### config.mk
export PLATFORM = sky130hd
export DESIGN_NAME = pixel_fb_writer
export DESIGN_NICKNAME = d
export VERILOG_FILES = /design/src/rtl/pixel_fb_writer.sv
export SDC_FILE = /design/constraint.sdc
export NUM_CORES = 1
export LEC_CHECK = 0
export ABC_AREA = 1
export CORE_MARGIN = 2
export CORE_UTILIZATION = 30
export DETAILED_ROUTE_END_ITERATION = 8
export PLACE_DENSITY = 0.55
export SLEW_MARGIN = 20
export SYNTH_ARGS = -nofsm -noshare
export SYNTH_HDL_FRONTEND = slang
export SYNTH_SLANG_ARGS = --single-unit
### constraint.sdc
create_clock -name clk -period 3.3 [get_ports clk]
set_clock_uncertainty 0.05 [all_clocks]
set_input_delay 0.66 -clock clk [delete_from_list [all_inputs] [get_ports clk]]
set_output_delay 0.66 -clock clk [all_outputs]
set_load 0.05 [all_outputs]
### src/rtl/pixel_fb_writer.sv
// Pixel stream sink: clips, linearises and queues pixels
// for the framebuffer RAM write port.
module pixel_fb_writer #(
  parameter int WIDTH   = 640,
  parameter int HEIGHT  = 480,
  parameter int DEPTH   = 4,
  parameter int ADDR_W  = 19,
  parameter int COLOR_W = 1
) (
  input  logic               clk,
  input  logic               reset,
  input  logic               in_valid,
  output logic               in_ready,
  input  logic [10:0]        in_x,
  input  logic [10:0]        in_y,
  input  logic [COLOR_W-1:0] in_color,
  output logic               wr_en,
  output logic [ADDR_W-1:0]  wr_addr,
  output logic [COLOR_W-1:0] wr_data,
  input  logic               mem_ready,
  output logic [15:0]        clip_count,
  output logic               idle
);

  localparam int PW = $clog2(DEPTH);
  localparam int EW = ADDR_W + COLOR_W;
  localparam logic [PW:0] FULL = (PW+1)'(DEPTH);

  logic [EW-1:0]      mem_q [DEPTH];
  logic [PW-1:0]      wptr_q, wptr_d;
  logic [PW-1:0]      rptr_q, rptr_d;
  logic [PW:0]        cnt_q, cnt_d;
  logic               en_q, en_d;
  logic [ADDR_W-1:0]  addr_q, addr_d;
  logic [COLOR_W-1:0] data_q, data_d;
  logic [15:0]        clip_q, clip_d;

  logic               fifo_full, fifo_empty;
  logic               xfer, on_scr, push, pop;
  logic [ADDR_W-1:0]  lin_addr;
  logic [EW-1:0]      head;

  assign fifo_full  = (cnt_q == FULL);
  assign fifo_empty = (cnt_q == '0);
  assign in_ready   = reset & ~fifo_full;
  assign xfer       = in_valid & in_ready;
  assign on_scr     = (32'(in_x) < 32'(WIDTH)) &&
                      (32'(in_y) < 32'(HEIGHT));
  assign push       = xfer & on_scr;
  // Head moves out when the output slot is free or retiring now.
  assign pop        = ~fifo_empty & (~en_q | mem_ready);
  assign lin_addr   = ADDR_W'(32'(in_y) * 32'(WIDTH) + 32'(in_x));
  assign head       = mem_q[rptr_q];

  assign wr_en      = en_q;
  assign wr_addr    = addr_q;
  assign wr_data    = data_q;
  assign clip_count = clip_q;
  assign idle       = fifo_empty & ~en_q;

  // Next-state for FIFO pointers, output slot and clip counter.
  always_comb begin
    wptr_d = wptr_q;
    rptr_d = rptr_q;
    cnt_d  = cnt_q;
    en_d   = en_q;
    addr_d = addr_q;
    data_d = data_q;
    clip_d = clip_q;
    if (push) wptr_d = wptr_q + 1'b1;
    if (pop)  rptr_d = rptr_q + 1'b1;
    case ({push, pop})
      2'b10:   cnt_d = cnt_q + 1'b1;
      2'b01:   cnt_d = cnt_q - 1'b1;
      default: cnt_d = cnt_q;
    endcase
    if (pop) begin
      en_d   = 1'b1;
      addr_d = head[EW-1:COLOR_W];
      data_d = head[COLOR_W-1:0];
    end else if (mem_ready) begin
      en_d = 1'b0;
    end
    if (xfer && !on_scr && clip_q != 16'hFFFF)
      clip_d = clip_q + 16'd1;
  end

  // FIFO storage; holds no reset since occupancy gates reads.
  always_ff @(posedge clk) begin
    if (push) mem_q[wptr_q] <= {lin_addr, in_color};
  end

  // State registers with synchronous active-low reset.
  always_ff @(posedge clk) begin
    if (!reset) begin
      wptr_q <= '0;
      rptr_q <= '0;
      cnt_q  <= '0;
      en_q   <= 1'b0;
      addr_q <= '0;
      data_q <= '0;
      clip_q <= '0;
    end else begin
      wptr_q <= wptr_d;
      rptr_q <= rptr_d;
      cnt_q  <= cnt_d;
      en_q   <= en_d;
      addr_q <= addr_d;
      data_q <= data_d;
      clip_q <= clip_d;
    end
  end

endmodule

==> impl_metrics.env, run 1 <==
export IMPL_cp_data_required_time_ps=3390
export IMPL_fin_cells=985
export IMPL_ios=66
export IMPL_synth_edf_count=80
export IMPL_max_stage_delay_ps=450
export IMPL_num_rows=51
export IMPL_grt_pass1_wl_um=20400
export IMPL_antenna_cells=0
export IMPL_syn_nets=685
export IMPL_yosysMostFrequentCell="nor2_1"
export IMPL_slew_viol_final=0
export IMPL_finalSetupViolCount=0
export IMPL_die_w_um=145
export IMPL_power_density_nw_per_um2=748
export IMPL_crit_chain="clkdlybuf4s50_1 -> ha_1 -> ha_1 -> fa_1 -> xnor2_1 -> nor2_2 -> nand2_1 -> nor2_2 -> nand2_1 -> nor2_1 -> nand2_1 -> nand2_1 -> nand2_1"
export IMPL_ys_ff_latch=124
export IMPL_drtPass1Iterations=4
export IMPL_synth_area_leaders="edfxtp_1 41%, dfxtp_1 15%, nor2_1 7.0%"
export IMPL_met2_length_um=5560
export IMPL_drive_gt1_share_pct=10.6
export IMPL_start_util_pct=30.5
export IMPL_cts_root_buf="clkbuf_16"
export IMPL_drc_errors=0
export IMPL_cts_tree="yes"
export IMPL_layout_worst_path_cycle_share_pct=88.6
export IMPL_yosysWarnings=0
export IMPL_wl_um=12500
export IMPL_cts_resized=0
export IMPL_outcome="finished, final reports clean"
export IMPL_wl_met1_um=6380
export IMPL_top_layer="met4"
export IMPL_leakagePower_uw=0.00282
export IMPL_whs_ps=447
export IMPL_ys_flop_type="edfxtp_1"
export IMPL_yosysTopAreaCellShare_pct=40.5
export IMPL_port_buffers=65
export IMPL_synth_cells=628
export IMPL_placedCellCount=953
export IMPL_ys_types=31
export IMPL_fin_crit_ps=2920
export IMPL_synthArstFlopShare_pct=0
export IMPL_wl_per_cell_um=12.7
export IMPL_die_y_um=145
export IMPL_dr_wl_met3_um=492
export IMPL_grt_max_degree=43
export IMPL_end_kind="flip-flop"
export IMPL_nets=764
export IMPL_areaGrowthSynthToFinish_pct=28.1
export IMPL_vias=4310
export IMPL_n_fill_cell=1938
export IMPL_dr_first_iter_drc_count=285
export IMPL_slew_headroom_pct=58.0
export IMPL_clock_sinks=124
export IMPL_antenna_found_initial=0
export IMPL_path_common_cell="nand2_1"
export IMPL_place_congestion=0.772
export IMPL_grt_pass1_vias=3954
export IMPL_fmax_mhz=342
export IMPL_postCtsHoldBufs=0
export IMPL_coreArea_um2=19400
export IMPL_yosysSeqAreaShare_pct=55.4
export IMPL_crit_family="adder cells"
export IMPL_final_antenna_net_count=0
export IMPL_crit_path_top_delay_cell="clkdlybuf4s50_1"
export IMPL_cp_max_fo=4
export IMPL_rsz0062_at_grt="no"
export IMPL_clock_path_buffers=2
export IMPL_syn_area_um2=5930
export IMPL_cts_setup_buffers=0
export IMPL_critPathKind="input port to flip-flop"
export IMPL_via_per_inst=4.38
export IMPL_die_area_um2=20900
export IMPL_ir_drop_uv=348
export IMPL_hold_class="flip-flop to flip-flop"
export IMPL_path_clk_slew_ps=60
export IMPL_cap_violations=0
export IMPL_h_tree_depth=4
export IMPL_avgSynthCellArea_um2=9.44
export IMPL_worst_path_buf_inv=1
export IMPL_timing_final_ws_setup_ps=376
export IMPL_dp_hpwl_um=8170
export IMPL_synthTopCellsByCount="110 x nor2_1, 84 x nand2_1, 80 x edfxtp_1, 72 x o21ai_0, 56 x inv_1"
export IMPL_grt_ovfl_total=0
export IMPL_pre_cts_ws_ps=-81.2
export IMPL_cp_start_kind="input port"
export IMPL_grt_usage_pct=12.7
export IMPL_numCtsBuffers=17
export IMPL_yosys_area_top_type="edfxtp_1"
export IMPL_cp_arrival_ps=3010
export IMPL_worstSkewPairLatency_ps=410
export IMPL_worst_pin_slew_ps=629
export IMPL_hold_viol_final=0
final timing paths:
path                  from            to  slack [ps]  cells after the start
setup reg to reg  cnt_q[1]      cnt_q[1]        1110                     10
hold / removal    cnt_q[2]      cnt_q[2]         450                      2
setup / recovery   in_y[1]  mem_q[1][18]         380                     13
hold reg to reg   cnt_q[2]      cnt_q[2]         450                      2
where the power goes:
part / switching, uW / total, uW / internal [uW] / leakage (uW)
logic: 1280 / 1880 / 604 / 0.00145
clock network: 665 / 1860 / 1190 / 0.000292
registers: 88.2 / 1940 / 1850 / 0.00108
total: 2030 / 5680 / 3640 / 0.00282
area by class of cell:
class                           count  area (um^2)  area share (%)
Clock buffer                       19          433            5.70
Timing Repair Buffer               85          861            11.3
Sequential cell                   124         3280            43.3
Tap cell                          265          332            4.37
Multi-Input combinational cell    422         2300            30.3
Inverter                           57          214            2.82
Clock inverter                     13          165            2.18
sequential cells by signal, summed over array words and instances (netlist names):
signal      count
clip_count     16
cnt_q           3
mem_q          80
rptr_q          2
wptr_q          2
wr_addr        19
wr_data         1
wr_en           1
worst register-to-register path: stages (launching register included):
cell and delay [ps]:
dfxtp_1 340, nor2_1 70, a21oi_2 320, nand2_1 130, or2_0 290, ha_1 200, inv_1 90, fa_1 410
nor2_1 100, a21oi_1 50, nor2_1 80
per-stage QoR:
step                      setup TNS [ps]  total power (uW)  utilization (%)  area, um^2
after floorplan                        0              3290                -        5930
after CTS                              0              5750             39.1        7590
after global routing                   0              6030             39.1        7590
after global placement              -127              3870             36.0        6990
after detailed placement            -487              3880             36.0        6990
final                                  0              5680             39.1        7590
layout by cell type (no fill, tap or decap):
cell type,netlist,final
inv_1,56,55
xor2_1,11,11
xnor2_1,9,9
clkinvlp_4,0,1
buf_12,1,5
clkinv_2,0,3
inv_6,0,3
nor3_2,1,1
nor2_2,3,3
a31oi_1,20,20
o21ai_0,72,72
a21oi_1,20,20
nand4_2,1,1
fa_1,3,3
nor3_1,9,9
edfxtp_1,80,80
nand2_1,84,84
a21oi_2,8,8
nor2_1,110,110
buf_4,0,16
dfxtp_1,44,44
nand3b_1,3,3
inv_2,1,2
nand4_1,3,3
clkinv_4,0,3
clkbuf_1,15,2
o21a_1,1,1
clkbuf_16,0,17
nand2_2,7,7
bufinv_16,0,3
clkdlybuf4s50_1,0,64
ha_1,27,27
o21ai_1,1,1
nand3_1,25,25
or2_0,1,1
nand3_2,3,3
cell families after synthesis:
kind of cell	after synthesis	share of synthesized area, %
compound gates	122	11.3
flops	124	55.4
fa+ha+maj	30	6.71
xor+xnor	20	2.96
simple gates	250	17.9
buf+inv	82	5.74
per-layer routing:
layer,vias to the layer above,GRT usage [%]
met4,0,3.53
met5,-,0
met3,6,3.87
met1,1944,17.6
li1,2281,-
met2,79,19.5
Power figures use the tool's default switching activity.
==> run 2, diff against run 1 <==
- CTS_BUF_LIST: default -> sky130_fd_sc_hd__clkbuf_8
- RECOVER_POWER: default -> 25
==> run 2 against run 1 <==
Net effect: non-clock buffer count did not move; total power fell by 9.0%; utilization fell by 1.0 points; die area did not move; critical path type unchanged; worst setup slack improved by 22 ps; register-to-register slack barely moved; final cell count did not move.
==> impl_metrics.env, run 2 (synthesized netlist as in run 1, its figures left out) <==
export IMPL_outcome="finished, final reports clean"
export IMPL_grt_max_degree=43
export IMPL_cp_max_fo=4
export IMPL_cap_violations=0
export IMPL_start_util_pct=30.5
export IMPL_cts_tree="yes"
export IMPL_port_buffers=65
export IMPL_utilization_pct=38.1
export IMPL_grt_pass1_wl_um=20400
export IMPL_worst_pin_slew_ps=1420
export IMPL_rr_startpoint="cnt_q[1]"
export IMPL_min_to="cnt_q[2]"
export IMPL_num_rows=51
export IMPL_cts_resized=0
export IMPL_wl_per_cell_um=12.7
export IMPL_fin_cells=985
export IMPL_ios=66
export IMPL_cp_arrival_ps=3010
export IMPL_regMostFlops="mem_q"
export IMPL_dr_first_iter_drc_count=264
export IMPL_wl_um=12500
export IMPL_ir_drop_uv=237
export IMPL_drive_gt1_share_pct=10.4
export IMPL_hold_class="flip-flop to flip-flop"
export IMPL_layout_worst_path_cycle_share_pct=87.9
export IMPL_ff2ff_path_depth=10
export IMPL_final_common_cell="nor2_1"
export IMPL_grt_usage_pct=12.8
export IMPL_die_area_um2=20900
export IMPL_placed_cell_area_um2=6990
export IMPL_die_y_um=145
export IMPL_place_congestion=0.772
export IMPL_clock_sinks=124
export IMPL_postCtsHoldBufs=0
export IMPL_worstSkewPairLatency_ps=430
export IMPL_rr_endpoint="cnt_q[1]"
export IMPL_cts_root_buf="clkbuf_8"
export IMPL_h_tree_depth=4
export IMPL_cp_data_required_time_ps=3410
export IMPL_antenna_cells=0
export IMPL_critPathKind="input port to flip-flop"
export IMPL_timing_final_ws_setup_ps=398
export IMPL_clock_path_buffers=2
export IMPL_placedCellCount=953
export IMPL_coreArea_um2=19400
export IMPL_slew_viol_final=0
export IMPL_nets=764
export IMPL_final_antenna_net_count=0
export IMPL_drtPass1Iterations=4
export IMPL_areaGrowthSynthToFinish_pct=24.8
export IMPL_hold_viol_final=0
export IMPL_r2r_slack_ps=1110
export IMPL_leakagePower_uw=0.00274
export IMPL_die_w_um=145
export IMPL_power_density_nw_per_um2=699
export IMPL_pre_cts_ws_ps=-81.2
export IMPL_dp_hpwl_um=8170
export IMPL_via_per_inst=4.37
export IMPL_whs_path_depth=2
export IMPL_slew_headroom_pct=5.35
export IMPL_final_cell_mix="110 x nor2_1, 84 x nand2_1, 80 x edfxtp_1"
export IMPL_stdcell_area_um2=7390
export IMPL_antenna_found_initial=0
export IMPL_drc_errors=0
export IMPL_largest_register_ffs=80
export IMPL_worstHoldStart="cnt_q[2]"
export IMPL_fin_crit_ps=2900
export IMPL_fmax_mhz=345
export IMPL_grt_ovfl_total=0
export IMPL_grt_pass1_vias=3973
export IMPL_cp_start_kind="input port"
export IMPL_path_clk_slew_ps=70
export IMPL_rsz0062_at_grt="no"
export IMPL_cts_setup_buffers=0
export IMPL_vias=4307
export IMPL_end_kind="flip-flop"
export IMPL_numCtsBuffers=17
export IMPL_finalSetupViolCount=0
-- run 2: power by group --
group,switching [uW],internal (uW)
Sequential,88.9,1840
Combinational,1280,601
Clock,608,747
Total,1970,3190
-- run 2: per-layer routing --
layer,global-route usage (%),routed length [um]
met5,0,0
met1,17.6,6290
met2,19.4,5650
met4,4.24,106
met3,3.58,485
-- run 2: per-stage QoR --
stage / hold WS, ps / TNS, ps / power (uW)
5_1_grt: 491 / 0 / 5520
3_3_place_gp: 438 / -127 / 3870
3_5_place_dp: 443 / -487 / 3880
4_1_cts: 456 / 0 / 5240
2_1_floorplan: 423 / 0 / 3290
6_report: 451 / 0 / 5170
-- run 2: worst max path at each step --
stage	start	depth (start not counted)	endpoint	slack (ps)
after floorplan	reset	6	mem_q[0][0]	300
after global placement	in_y[1]	13	mem_q[1][18]	-30
after detailed placement	in_y[1]	13	mem_q[1][18]	-80
after CTS	in_y[1]	13	mem_q[1][18]	380
after global routing	in_y[0]	11	mem_q[3][17]	210
final	in_y[1]	13	mem_q[1][18]	400
-- run 2: critical path: stages --
cell and delay, ps:
clkdlybuf4s50_1 450, ha_1 310, ha_1 240, fa_1 410
xnor2_1 170, nor2_2 150, nand2_1 80, nor2_2 100
nand2_1 90, nor2_1 140, nand2_1 70, nand2_1 50
nand2_1 80
-- run 2: cell type report --
class / instances / area (um^2)
fill: 1966 / 12000
sequential: 124 / 3280
multi-input combinational: 422 / 2300
timing repair buffer: 85 / 857
tap: 265 / 332
clock buffer: 17 / 234
inverter: 57 / 214
clock inverter: 15 / 173
==> run 3, diff against run 2 <==
- CORE_MARGIN: 2 -> default
==> run 3 against run 2 <==
Net effect: utilization down 0.090 points; design area is 0.24% lower; via count is 1.2% higher; sequential power about the same; critical path depth did not move; critical path type unchanged; largest cell class unchanged; highest routed layer unchanged.
==> impl_metrics.env, run 3 (synthesized netlist as in run 1, its figures left out) <==
export IMPL_outcome="finished, final reports clean"
export IMPL_cts_resized=0
export IMPL_whs_path_depth=2
export IMPL_stdcell_area_um2=7380
export IMPL_finalSetupViolCount=0
export IMPL_worst_pin_slew_ps=1420
export IMPL_rsz0062_at_grt="no"
export IMPL_dp_hpwl_um=8220
export IMPL_worstSkewPairLatency_ps=440
export IMPL_antenna_cells=0
export IMPL_final_antenna_net_count=0
export IMPL_place_congestion=0.786
export IMPL_cp_arrival_ps=3020
export IMPL_grt_ovfl_total=0
export IMPL_cp_data_required_time_ps=3410
export IMPL_rr_endpoint="cnt_q[2]"
export IMPL_cts_setup_buffers=0
export IMPL_numCtsBuffers=17
export IMPL_h_tree_depth=4
export IMPL_grt_max_degree=43
export IMPL_slew_viol_final=0
export IMPL_grt_pass1_wl_um=20800
export IMPL_dr_first_iter_drc_count=169
export IMPL_layout_worst_path_cycle_share_pct=87.9
export IMPL_ff2ff_path_depth=12
export IMPL_cap_violations=0
export IMPL_antenna_found_initial=0
export IMPL_via_per_inst=4.41
export IMPL_final_common_cell="nor2_1"
export IMPL_grt_pass1_vias=4070
export IMPL_die_y_um=143
export IMPL_port_buffers=65
export IMPL_coreArea_um2=19400
export IMPL_end_kind="flip-flop"
export IMPL_drtPass1Iterations=6
export IMPL_fin_crit_ps=2900
export IMPL_num_rows=51
export IMPL_power_density_nw_per_um2=691
export IMPL_min_to="cnt_q[2]"
export IMPL_fmax_mhz=345
export IMPL_cts_root_buf="clkbuf_8"
export IMPL_cp_start_kind="input port"
export IMPL_clock_sinks=124
export IMPL_setup_worst_path_start="in_y[1]"
export IMPL_start_util_pct=30.5
export IMPL_power_uw=5100
export IMPL_wl_um=12700
export IMPL_ir_drop_uv=254
export IMPL_ios=66
export IMPL_nets=767
export IMPL_regMostFlops="mem_q"
export IMPL_cp_max_fo=4
export IMPL_path_clk_slew_ps=70
export IMPL_die_w_um=143
export IMPL_cts_tree="yes"
export IMPL_wl_per_cell_um=12.9
export IMPL_drive_gt1_share_pct=10.5
export IMPL_grt_usage_pct=13.6
export IMPL_worstHoldStart="cnt_q[2]"
export IMPL_leakagePower_uw=0.00274
export IMPL_slew_headroom_pct=5.25
export IMPL_vias=4360
export IMPL_postCtsHoldBufs=0
export IMPL_final_cell_mix="110 x nor2_1, 84 x nand2_1, 80 x edfxtp_1"
export IMPL_die_area_um2=20300
export IMPL_rr_startpoint="cnt_q[1]"
export IMPL_r2r_slack_ps=1140
export IMPL_hold_class="flip-flop to flip-flop"
export IMPL_drc_errors=0
export IMPL_hold_viol_final=0
export IMPL_placed_cell_area_um2=7000
export IMPL_critPathKind="input port to flip-flop"
export IMPL_areaGrowthSynthToFinish_pct=24.5
export IMPL_clock_path_buffers=2
export IMPL_largest_register_ffs=80
run 3: changes by cell type in the layout (fill, tap and decap cells not counted), sizes merged:
cell      before  now
clkinvlp       1    5
buf           20   23
clkbuf        18   19
clkinv         6    2
bufinv         3    2
run 3: how the worst max path moves through the flow:
| stage | endpoint | slack (ps) | depth (start not counted) |
|---|---|---|---|
| 2_1_floorplan | mem_q[0][0] | 300 | 6 |
| 3_3_place_gp | mem_q[1][18] | -50 | 13 |
| 3_5_place_dp | mem_q[1][18] | -70 | 13 |
| 4_1_cts | mem_q[3][18] | 400 | 13 |
| 5_1_grt | mem_q[3][18] | 200 | 13 |
| 6_report | mem_q[3][18] | 400 | 13 |
run 3: power breakdown:
| part | total (uW) | internal (uW) | switching [uW] | leakage [uW] |
|---|---|---|---|---|
| Sequential | 1940 | 1840 | 95.1 | 0.00108 |
| Clock | 1270 | 678 | 594 | 0.000192 |
| Combinational | 1890 | 599 | 1290 | 0.00146 |
| Total | 5100 | 3120 | 1980 | 0.00274 |
run 3: area by class of cell:
type,instances,area [um^2]
Timing Repair Buffer,88,867
Inverter,57,214
Clock buffer,18,248
Tap cell,265,332
Clock inverter,14,131
Multi-Input combinational cell,422,2300
Sequential cell,124,3280
Fill cell,1989,12000
run 3: routing by layer:
metal / part of all wire, % / GRT usage [%]
met5: 0 / 0
met4: 0.98 / 5.43
met3: 3.2 / 3.16
met2: 45 / 21.5
met1: 50 / 17.9
run 3: stage by stage:
step | setup WS [ps] | TNS [ps] | util (%) | cells | hold slack (ps)
finish | 398 | 0 | 38.0 | 988 | 457
detailed placement | -74.4 | -639 | 36.1 | 956 | 448
floorplan | 303 | 0 | - | 628 | 423
global route | 204 | 0 | 38.0 | 988 | 495
global placement | -45.1 | -191 | 36.1 | 956 | 443
CTS | 404 | 0 | 38.0 | 988 | 458
run 3: critical path: stages:
cell and delay [ps]:
clkdlybuf4s50_1 470, ha_1 320, ha_1 240, fa_1 400
xnor2_1 170, nor2_2 150, nand2_1 80, nor2_2 100
nand2_1 70, nor2_1 140, nand2_1 70, nand2_1 50
nand2_1 80
